`src/rtl/pwm_event_qualifier_pkg.sv`:
```
// Shared types for the PWM event qualifier: carrier-direction FSM states,
// qualification mode encodings and common widths.
package pwm_event_qualifier_pkg;

    localparam int unsigned CW_DEF = 16;
    localparam int unsigned HW_DEF = 16;
    localparam int unsigned STAT_W = 32;

    typedef enum logic [1:0] {
        IDLE = 2'd0,
        UP   = 2'd1,
        DOWN = 2'd2
    } state_e;

    typedef enum logic [1:0] {
        QM_NONE   = 2'd0,
        QM_PEAK   = 2'd1,
        QM_VALLEY = 2'd2,
        QM_BOTH   = 2'd3
    } qual_mode_e;

    // Bit 0 of the mode selects peaks, bit 1 selects valleys.
    function automatic logic mode_accepts(input logic [1:0] qm,
                                          input logic       peak,
                                          input logic       valley);
        return (peak & qm[0]) | (valley & qm[1]);
    endfunction

endpackage : pwm_event_qualifier_pkg

```
`src/rtl/pwm_event_qualifier_holdoff_counter.sv`:
```
// Post-event lockout counter: loads on an emitted pulse, counts down to zero,
// and is flushed while event generation is disabled.
module holdoff_counter #(
    parameter int unsigned HW = 16
) (
    input  logic          clk,
    input  logic          rst_n,
    input  logic          load,
    input  logic [HW-1:0] load_val,
    input  logic          flush,
    output logic          busy
);

    logic [HW-1:0] count_q, count_d;
    logic          busy_q,  busy_d;

    always_comb begin
        count_d = count_q;
        if (load) begin
            count_d = load_val;
        end else if (flush) begin
            count_d = '0;
        end else if (count_q != '0) begin
            count_d = count_q - HW'(1);
        end
        busy_d = (count_d != '0);
    end

    always_ff @(posedge clk or negedge rst_n) begin
        if (!rst_n) begin
            count_q <= '0;
            busy_q  <= 1'b0;
        end else begin
            count_q <= count_d;
            busy_q  <= busy_d;
        end
    end

    assign busy = busy_q;

endmodule : holdoff_counter

```
`src/rtl/pwm_event_qualifier.sv`:
```
// Emits a one-cycle pulse on selected triangular-carrier peaks/valleys.
// Optional PWM_EVENT_QUALIFIER_STATS_EN adds emitted/suppressed event counters.
module pwm_event_qualifier
    import pwm_event_qualifier_pkg::*;
#(
    parameter int unsigned CW = CW_DEF,
    parameter int unsigned HW = HW_DEF
) (
    input  logic          clk,
    input  logic          rst_n,
    input  logic [CW-1:0] carrier,
    input  logic [CW-1:0] carrier_max,
    input  logic [1:0]    qual_mode,
    input  logic          enable,
    input  logic [HW-1:0] holdoff,
    input  logic          clear_err,
    output logic          event_qualifier,
    output logic          carrier_dir,
    output logic          range_err
`ifdef PWM_EVENT_QUALIFIER_STATS_EN
    ,
    output logic [STAT_W-1:0] event_count,
    output logic [STAT_W-1:0] suppressed_count
`endif
);

    state_e state_q, state_d;
    logic   event_qualifier_q, event_qualifier_d;
    logic   carrier_dir_q, carrier_dir_d;
    logic   range_err_q, range_err_d;

    logic   over_range;
    logic   peak_cand;
    logic   valley_cand;
    logic   cand;
    logic   emit;
    logic   suppress;
    logic   lock_busy;

    // Direction tracking; out-of-range carrier and a zero period force IDLE.
    always_comb begin
        state_d     = state_q;
        peak_cand   = 1'b0;
        valley_cand = 1'b0;
        over_range  = (carrier > carrier_max);

        if (over_range || (carrier_max == '0)) begin
            state_d = IDLE;
        end else begin
            unique case (state_q)
                IDLE: begin
                    if (carrier == '0) begin
                        state_d = UP;
                    end else if (carrier == carrier_max) begin
                        state_d = DOWN;
                    end
                end
                UP: begin
                    if (carrier == carrier_max) begin
                        state_d   = DOWN;
                        peak_cand = 1'b1;
                    end
                end
                DOWN: begin
                    if (carrier == '0) begin
                        state_d     = UP;
                        valley_cand = 1'b1;
                    end
                end
                default: state_d = IDLE;
            endcase
        end
    end

    // Qualification, emit decision and sticky error.
    always_comb begin
        cand              = mode_accepts(qual_mode, peak_cand, valley_cand);
        emit              = cand & enable & ~lock_busy;
        suppress          = cand & ~emit;
        event_qualifier_d = emit;
        carrier_dir_d     = (state_d == UP);
        range_err_d       = range_err_q;
        if (over_range) begin
            range_err_d = 1'b1;
        end else if (clear_err) begin
            range_err_d = 1'b0;
        end
    end

    always_ff @(posedge clk or negedge rst_n) begin
        if (!rst_n) begin
            state_q           <= IDLE;
            event_qualifier_q <= 1'b0;
            carrier_dir_q     <= 1'b0;
            range_err_q       <= 1'b0;
        end else begin
            state_q           <= state_d;
            event_qualifier_q <= event_qualifier_d;
            carrier_dir_q     <= carrier_dir_d;
            range_err_q       <= range_err_d;
        end
    end

    holdoff_counter #(
        .HW (HW)
    ) u_holdoff (
        .clk      (clk),
        .rst_n    (rst_n),
        .load     (emit),
        .load_val (holdoff),
        .flush    (~enable),
        .busy     (lock_busy)
    );

    assign event_qualifier = event_qualifier_q;
    assign carrier_dir     = carrier_dir_q;
    assign range_err       = range_err_q;

`ifdef PWM_EVENT_QUALIFIER_STATS_EN
    logic [STAT_W-1:0] event_cnt_q, event_cnt_d;
    logic [STAT_W-1:0] supp_cnt_q,  supp_cnt_d;

    // Wrapping counters; clear_err resets them along with the error flag.
    always_comb begin
        event_cnt_d = event_cnt_q;
        supp_cnt_d  = supp_cnt_q;
        if (clear_err) begin
            event_cnt_d = '0;
            supp_cnt_d  = '0;
        end else begin
            if (emit) begin
                event_cnt_d = event_cnt_q + STAT_W'(1);
            end
            if (suppress) begin
                supp_cnt_d = supp_cnt_q + STAT_W'(1);
            end
        end
    end

    always_ff @(posedge clk or negedge rst_n) begin
        if (!rst_n) begin
            event_cnt_q <= '0;
            supp_cnt_q  <= '0;
        end else begin
            event_cnt_q <= event_cnt_d;
            supp_cnt_q  <= supp_cnt_d;
        end
    end

    assign event_count      = event_cnt_q;
    assign suppressed_count = supp_cnt_q;
`endif

endmodule : pwm_event_qualifier

```
`config.mk`:
```
export PLATFORM = sky130hd
export DESIGN_NAME = pwm_event_qualifier
export DESIGN_NICKNAME = d
export VERILOG_FILES = /design/src/rtl/pwm_event_qualifier_pkg.sv /design/src/rtl/pwm_event_qualifier_holdoff_counter.sv /design/src/rtl/pwm_event_qualifier.sv
export SDC_FILE = /design/constraint.sdc
export NUM_CORES = 1
export LEC_CHECK = 0
export CORE_MARGIN = 4
export CORE_UTILIZATION = 51
export CTS_CLUSTER_DIAMETER = 40
export CTS_CLUSTER_SIZE = 24
export DETAILED_ROUTE_END_ITERATION = 10
export GPL_TIMING_DRIVEN = 0
export PLACE_DENSITY_LB_ADDON = 0.3
export SYNTH_ARGS = -nofsm -noshare
export SYNTH_HDL_FRONTEND = slang
export SYNTH_HIERARCHICAL = 1
export SYNTH_SLANG_ARGS = --single-unit
```
`constraint.sdc`:
```
create_clock -name clk -period 4.6 [get_ports clk]
set_input_delay 1.15 -clock clk [delete_from_list [all_inputs] [get_ports clk]]
set_output_delay 1.15 -clock clk [all_outputs]
set_load 0.01 [all_outputs]
```
Yosys cells after proc, flatten, opt, wreduce, memory -nomap -nowiden
Index checks and enable logic that the tools add are counted.

operators by class
  add/sub/neg operators = 1
  $lt $le $gt $ge = 1
  equality and inequality tests = 4
  multiplexer cells = 16
  bitwise gates (word level) = 6
  reduce and logical (&&, ||, !) cells = 7

operator list
  cell                     count
  $mux W16                 3
  $logic_not A16 Y1        2
  $reduce_bool A16 Y1      2
  $eq A16 B16 Y1           1
  $gt A16 B16 Y1           1
  $sub A16 B1 Y16 const B  1
  $mux W1                  8
  $mux W2                  4
  $pmux W2 S3              1
  $and A1 B1 Y1            4
  $eq A2 B1 Y1 const B     2
  $eq A2 B2 Y1 const B     1
  $logic_not A2 Y1         1
  $reduce_bool A2 Y1       1
  $logic_or A1 B1 Y1       1
  $not A1 Y1               1
  $or A1 B1 Y1             1

storage, ports and cells
  flip-flop bits (word level) = 22
  input bits = 54
  output and inout bits = 3
  logic and storage cells = 41

Depth between registers and ports, before layout
Gate-level depths: netlist of the first run.

  depth in word-level cells = 10
  gate-level depth with buffers = 15
  mapped depth without buffers = 13

Modules after synthesis
Netlist of the first run, hierarchy kept.

modules (own cells, without submodules)
  module               times used  cells each  area an instance (um^2)
  holdoff_counter      1           131         1171.1
  pwm_event_qualifier  1           90          710.7

Worst setup path after synthesis of the first run
No wires, ideal clock.

  kind = in2reg
  from = in carrier_max[11]
  to = reg u_holdoff.busy_q (netlist: u_holdoff/busy)
  library setup time = 0.135 ns
  arrival time = 3.796 ns
  path slack = 0.669 ns
  stages on the path = 13
  path buffers = 2
  cell sequence = inv_1 -> ha_1 -> nand4_1 -> nor4_4 -> a31oi_2 -> nor3_1 -> or2_1 -> clkbuf_1 -> clkbuf_1 -> o41ai_1 -> or4_1 -> nor4_2 -> nand3_1

on the way
  longest elaborated chain between the ends = 10
  elaborated cells on any way between the ends = 15
  classes of those cells = order compare: 1; eq/ne: 1; mux: 5; bitwise: 5; reduce/logical: 3

RTL lines
  element                                                 RTL line                                   text
  from (decl)                                             pwm_event_qualifier.sv:12                  input logic [CW-1:0] carrier_max,
  branches (longest 5 deep; another with $gt A16 B16 Y1)  -
  $or A1 B1 Y1 *                                          pwm_event_qualifier_pkg.sv:26              return (peak & qm[0]) | (valley & qm[1]);
  $and A1 B1 Y1 * (2 in series)                           pwm_event_qualifier.sv:78                  emit = cand & enable & ~lock_busy;
  via emit                                                pwm_event_qualifier.sv:36                  logic emit;
  $mux W16 *                                              pwm_event_qualifier_holdoff_counter.sv:19  if (load) begin
  via u_holdoff.count_d[2]                                pwm_event_qualifier_holdoff_counter.sv:14  logic [HW-1:0] count_q, count_d;
  $reduce_bool A16 Y1 *                                   pwm_event_qualifier_holdoff_counter.sv:26  busy_d = (count_d != '0);
  via u_holdoff.busy_d                                    pwm_event_qualifier_holdoff_counter.sv:15  logic busy_q, busy_d;
  to (signal assigned)                                    pwm_event_qualifier_holdoff_counter.sv:35  busy_q <= busy_d;
  to (decl)                                               pwm_event_qualifier_holdoff_counter.sv:15

Mark *: on every way through the listed nets, which the timed path passes.
A chain may end at the register's enable or synchronous reset.

Worst setup path in the final report of the first run
  from = in carrier_max[14]
  to = reg u_holdoff.busy_q (netlist: u_holdoff/busy)

The elaborated chain is that of the path after synthesis.

==> results of run 1 <==
-- power groups by stage --
stage	Sequential, uW	Clock (uW)	Combinational [uW]
after global placement	349	0	679
after CTS	347	188	703
after detailed placement	351	0	693
final	351	186	722
after floorplan	330	0	521
after global routing	365	199	798
-- worst reg2reg max path: cells and delay by family (launching register included) --
family          cells  cell delay [ns]
simple gates        5             1.81
flops               1             0.42
fa+ha+maj           1             0.19
compound gates      1             0.20
buf+inv             1             0.17
-- per-stage QoR --
| step | cells | TNS (ns) | util (%) |
|---|---|---|---|
| 2_1_floorplan | 221 | 0 | - |
| 3_3_place_gp | 323 | -0.472 | 72.6 |
| 3_5_place_dp | 323 | -0.625 | 72.6 |
| 4_1_cts | 327 | 0 | 74.9 |
| 5_1_grt | 328 | 0 | 75.9 |
| 6_report | 328 | 0 | 75.9 |
-- Yosys cell counts (2+ instances only) --
cell / count / area [um^2]
a221oi_1: 2 / 17.5
nand3_1: 7 / 35.0
nor4_4: 2 / 42.5
a32oi_1: 4 / 35.0
clkbuf_1: 7 / 26.3
nor4_2: 3 / 37.5
nand2_1: 15 / 56.3
nand4_1: 9 / 56.3
a32o_1: 2 / 20.0
o31ai_1: 4 / 30.0
o211ai_1: 5 / 37.5
ha_1: 18 / 225
mux2i_1: 2 / 20.0
a21oi_1: 12 / 60.1
nor3_1: 5 / 25.0
or4_1: 7 / 52.6
nor2_1: 13 / 48.8
a31oi_1: 3 / 18.8
nor4_1: 13 / 81.3
o41ai_1: 2 / 17.5
dfrtp_1: 22 / 551
nor3b_1: 2 / 15.0
a21o_1: 3 / 22.5
or3_1: 3 / 18.8
o21ai_0: 9 / 45.0
xnor2_1: 2 / 17.5
inv_1: 25 / 93.8
-- final timing paths --
check	endpoint	slack, ns	depth (start not counted)
worst min register to register	range_err	0.49	1
worst max register to register	u_holdoff/busy	1.69	8
min in group asynchronous	state_q[0]	1.42	1
worst max-delay path	u_holdoff/busy	0.27	12
max in group asynchronous	u_holdoff/count_q[3]	2.57	1
worst min-delay path	range_err	0.49	1
-- metal layers --
layer / share of wire (%) / GRT usage [%]
met5: 0 / 0
met1: 44 / 33.6
met3: 8.0 / 4.05
met2: 47 / 40.3
met4: 1.8 / 5.84
-- final cells by class --
| class | count | area, um^2 |
|---|---|---|
| Multi-Input combinational cell | 166 | 1230 |
| Clock inverter | 1 | 30.0 |
| Timing Repair Buffer | 58 | 576 |
| Buffer | 7 | 31.3 |
| Inverter | 25 | 93.8 |
| Fill cell | 231 | 830 |
| Sequential cell | 22 | 551 |
| Tap cell | 46 | 57.6 |
| Clock buffer | 3 | 41.3 |
-- flip-flops by register name, summed over array words and instances, names as in the netlist --
| signal | cells |
|---|---|
| carrier_dir | 1 |
| event_qualifier | 1 |
| range_err | 1 |
| state_q | 2 |
| u_holdoff/busy | 1 |
| u_holdoff/count_q | 16 |
-- cell families (layout without fill, tap and decap cells) --
kind of cell             after synthesis  after routing  share of synthesized area [%]
AO/OA/AOI/OAI                         54             54                           20.0
XOR/XNOR                               3              3                           1.40
adder cells (fa/ha/maj)               18             18                           12.0
buffers and inverters                 33             94                           6.65
flip-flops                            22             22                           29.3
multiplexers                           2              2                           1.06
AND/OR/NAND/NOR                       89             89                           29.7
-- what timing repair did --
action,CTS,global route
endpoints found under the setup margin,1,1
pin swaps,0,3
gates cloned,0,0
setup buffers,0,2
resized for setup,2,5
==> results.sh, run 1 <==
export IMPL_status="complete, no violations"
export IMPL_io_pins=57
export IMPL_vias=2049
export IMPL_grtUsageTotal_pct=24.5
export IMPL_seqPwrFrac_pct=27.9
export IMPL_dp_hpwl_mm=4.25
export IMPL_fmax_mhz=231
export IMPL_fin_area_um2=2610
export IMPL_start_util_pct=54.7
export IMPL_min_path_type="register to register"
export IMPL_drv_cap=0
export IMPL_drc=0
export IMPL_rsz0062_at_grt="false"
export IMPL_power_density_nw_per_um2=482
export IMPL_min_from="range_err"
export IMPL_power_uw=1260
export IMPL_cts_sink_count=22
export IMPL_synth_main_ff_cell="dfrtp_1"
export IMPL_cp_start_kind="input port"
export IMPL_die_height_um=68.7
export IMPL_numCtsBuffers=3
export IMPL_grt_first_pass_wirelength_mm=8.75
export IMPL_worstMarginPinSlew_ns=1.00
export IMPL_period_share_pct=94.2
export IMPL_p_int_uw=693
export IMPL_antenna_found_initial=0
export IMPL_antennaDiodeCount=0
export IMPL_gp_congestion=0.896
export IMPL_p_switching_uw=565
export IMPL_ys_ff_latch=22
export IMPL_relSlewSlack_pct=33.1
export IMPL_clock_skew_ns=0.00378
export IMPL_worst_setup_path_type="input port to register"
export IMPL_critPathSlowestCell="or4_2"
export IMPL_rows=21
export IMPL_critical_path_top_delay_family="simple AND/OR/NAND/NOR gates"
export IMPL_pre_cts_slack_ns=-0.532
export IMPL_drtIter0Drc=222
export IMPL_grt_pass1_vias=1937
export IMPL_synth_edf_count=0
export IMPL_placed_area_um2=2500
export IMPL_setup_ws_ns=0.266
export IMPL_h_tree_depth=1
export IMPL_insertion_delay_ns=0.27
export IMPL_syn_inst=221
export IMPL_mostFrequentLayoutCell="clkdlybuf4s50_1"
export IMPL_drive_gt1_share_pct=7.45
export IMPL_avgSynthCellArea_um2=8.51
export IMPL_syn_nets=293
export IMPL_root_buffer="clkbuf_8"
export IMPL_hold_viol_final=0
export IMPL_setup_violations=0
export IMPL_path_cells="clkdlybuf4s50_1, inv_1, ha_1, nand4_2, a2111o_1, a31oi_4, nor3_4, or2_1, or4_2, o311ai_1, nor4_2, nand3_1"
export IMPL_firstDrtPassIters=4
export IMPL_yosysSeqAreaShare_pct=29.3
export IMPL_clk_pin_slew_ns=0.09
export IMPL_io_buffers=56
export IMPL_grt_max_degree=23
export IMPL_wl_per_cell_um=16.3
export IMPL_post_route_min_period_ns=4.33
export IMPL_syn_to_final_growth_pct=38.8
export IMPL_die_x_um=68.7
export IMPL_drtAntennaViolNets=0
export IMPL_fin_hold_ws_ns=0.493
export IMPL_ys_warn_count=6
export IMPL_critPathMaxStageDelay_ns=0.62
export IMPL_r2r_start="u_holdoff/count_q[0]"
export IMPL_power_leakage_uw=0.00113
export IMPL_crit_fanout=6
export IMPL_core_area_um2=3440
export IMPL_critPathLaunch="carrier_max[14]"
export IMPL_postCtsHoldBufs=0
export IMPL_finalNetCount=355
export IMPL_swShare_pct=44.9
export IMPL_ys_async_sr_fraction_pct=100
export IMPL_final_cell_mix="56 x clkdlybuf4s50_1, 25 x inv_1, 22 x dfrtp_1"
export IMPL_synth_distinct_cells=47
export IMPL_pwr_share_clk_pct=14.8
export IMPL_drv_slew=0
export IMPL_die_area_um2=4730
export IMPL_worstPathArrival_ns=4.55
export IMPL_worst_path_buf_inv=2
export IMPL_grt_overflow_total=0
export IMPL_cts_tree="done"
export IMPL_critical_path_endpoint_type="register"
export IMPL_wl_mm=5.35
export IMPL_vdd_drop_max_mv=0.392
export IMPL_crit_required_ns=4.81
export IMPL_pwr_share_comb_pct=57.3
export IMPL_via_per_inst=6.25
export IMPL_clockBufferDepth=2
export IMPL_syn_cell_area_um2=1880
Power figures use the tool's default switching activity.
==> run 2, diff against run 1 <==
- CAP_MARGIN: unset -> 10
==> results of run 2 <==
Final layout, timing and power as in run 1 (identical DEF).
==> run 3, diff against run 2 <==
- MAX_ROUTING_LAYER: unset -> met4
==> results.sh, run 3 (synthesis results as in run 1) <==
export IMPL_die_height_um=68.7
export IMPL_antennaDiodeCount=0
export IMPL_die_x_um=68.7
export IMPL_vias=2050
export IMPL_setup_violations=0
export IMPL_rsz0062_at_grt="false"
export IMPL_rows=21
export IMPL_drive_gt1_share_pct=7.45
export IMPL_power_leakage_uw=0.00113
export IMPL_clockBufferDepth=2
export IMPL_worst_setup_path_type="input port to register"
export IMPL_insertion_delay_ns=0.27
export IMPL_via_per_inst=6.25
export IMPL_mostFrequentLayoutCell="clkdlybuf4s50_1"
export IMPL_p_int_uw=693
export IMPL_reg_top3="u_holdoff/count_q (16), state_q (2)"
export IMPL_grt_pass1_vias=1942
export IMPL_min_path_type="register to register"
export IMPL_firstDrtPassIters=5
export IMPL_status="complete, no violations"
export IMPL_wl_per_cell_um=16.6
export IMPL_grt_first_pass_wirelength_mm=8.75
export IMPL_wl_mm=5.43
export IMPL_io_pins=57
export IMPL_antenna_found_initial=0
export IMPL_power_uw=1270
export IMPL_final_cell_mix="56 x clkdlybuf4s50_1, 25 x inv_1, 22 x dfrtp_1"
export IMPL_drv_cap=0
export IMPL_cts_sink_count=22
export IMPL_finalNetCount=355
export IMPL_worstPathArrival_ns=4.55
export IMPL_largest_reg_flops=16
export IMPL_crit_fanout=6
export IMPL_worstMarginPinSlew_ns=1.01
export IMPL_drtAntennaViolNets=0
export IMPL_grtUsageTotal_pct=25.1
export IMPL_seqPwrFrac_pct=27.8
export IMPL_root_buffer="clkbuf_8"
export IMPL_nFillCells=231
export IMPL_numCtsBuffers=3
export IMPL_clk_pin_slew_ns=0.09
export IMPL_period_share_pct=94.3
export IMPL_critical_path_endpoint_type="register"
export IMPL_io_buffers=56
export IMPL_h_tree_depth=1
export IMPL_relSlewSlack_pct=32.6
export IMPL_drv_slew=0
export IMPL_drtIter0Drc=210
export IMPL_start_util_pct=54.7
export IMPL_pwr_share_clk_pct=14.8
export IMPL_clock_skew_ns=0.00395
export IMPL_syn_to_final_growth_pct=38.8
export IMPL_crit_required_ns=4.82
export IMPL_gp_congestion=0.911
export IMPL_fmax_mhz=231
export IMPL_pwr_share_comb_pct=57.3
export IMPL_hold_viol_final=0
export IMPL_fin_area_um2=2610
export IMPL_top_register="u_holdoff/count_q"
export IMPL_die_area_um2=4730
export IMPL_p_switching_uw=576
export IMPL_placed_area_um2=2500
export IMPL_post_route_min_period_ns=4.34
export IMPL_core_area_um2=3440
export IMPL_drc=0
export IMPL_cp_start_kind="input port"
export IMPL_swShare_pct=45.4
export IMPL_dp_hpwl_mm=4.25
export IMPL_grt_overflow_total=0
export IMPL_vdd_drop_max_mv=0.395
export IMPL_grt_max_degree=23
export IMPL_power_density_nw_per_um2=486
export IMPL_cts_tree="done"
run 3: worst paths after layout:
kind                                            from              endpoint  slack [ns]  depth (start not counted)
max in group asynchronous                      rst_n  u_holdoff/count_q[1]        2.57                          1
worst min register to register             range_err             range_err        0.49                          1
min in group asynchronous                      rst_n            state_q[0]        1.42                          1
worst max register to register  u_holdoff/count_q[0]        u_holdoff/busy        1.70                          8
worst min-delay path                       range_err             range_err        0.49                          1
worst max-delay path                 carrier_max[14]        u_holdoff/busy        0.26                         12
run 3: through the flow:
| stage | hold WS (ns) | worst slack, ns | util, % | TNS [ns] | cells |
|---|---|---|---|---|---|
| floorplan | 0.508 | 0.669 | - | 0 | 221 |
| global placement | 0.470 | -0.464 | 72.6 | -0.472 | 323 |
| detailed placement | 0.476 | -0.532 | 72.6 | -0.625 | 323 |
| CTS | 0.496 | 0.0657 | 74.9 | 0 | 327 |
| global route | 0.514 | 0.0421 | 75.9 | 0 | 328 |
| finish | 0.494 | 0.263 | 75.9 | 0 | 328 |
run 3: area by class of cell:
class                           instances  area [um^2]  share of cell area (%)
Buffer                                  7         31.3                    1.20
Clock buffer                            3         41.3                    1.58
Clock inverter                          1         30.0                    1.15
Inverter                               25         93.8                    3.59
Multi-Input combinational cell        166         1230                    47.2
Sequential cell                        22          551                    21.1
Tap cell                               46         57.6                    2.20
Timing Repair Buffer                   58          576                    22.0
run 3: what timing repair did:
item,in CTS,in global routing
gates resized for setup,2,5
cloned,0,0
pin swaps,0,3
setup endpoints to repair,1,1
setup buffers,0,2
hold buffers,0,0
run 3: routing by layer:
metal	vias up	global-route usage [%]	routed length, um
met5	-	-	0
met4	0	5.84	72
li1	986	-	-
met3	9	4.05	410
met1	954	33.4	2410
met2	101	40.3	2540
run 3: critical path: stages:
cell and delay (ns):
clkdlybuf4s50_1 0.50, inv_1 0.06, ha_1 0.30, nand4_2 0.19, a2111o_1 0.46, a31oi_4 0.28
nor3_4 0.09, or2_1 0.31, or4_2 0.62, o311ai_1 0.40, nor4_2 0.10, nand3_1 0.09
run 3: power groups by stage:
stage | registers, uW | logic (uW) | clock network [uW]
floorplan | 330 | 521 | 0
global placement | 349 | 679 | 0
detailed placement | 351 | 693 | 0
CTS | 347 | 703 | 188
global route | 365 | 798 | 201
finish | 353 | 728 | 188
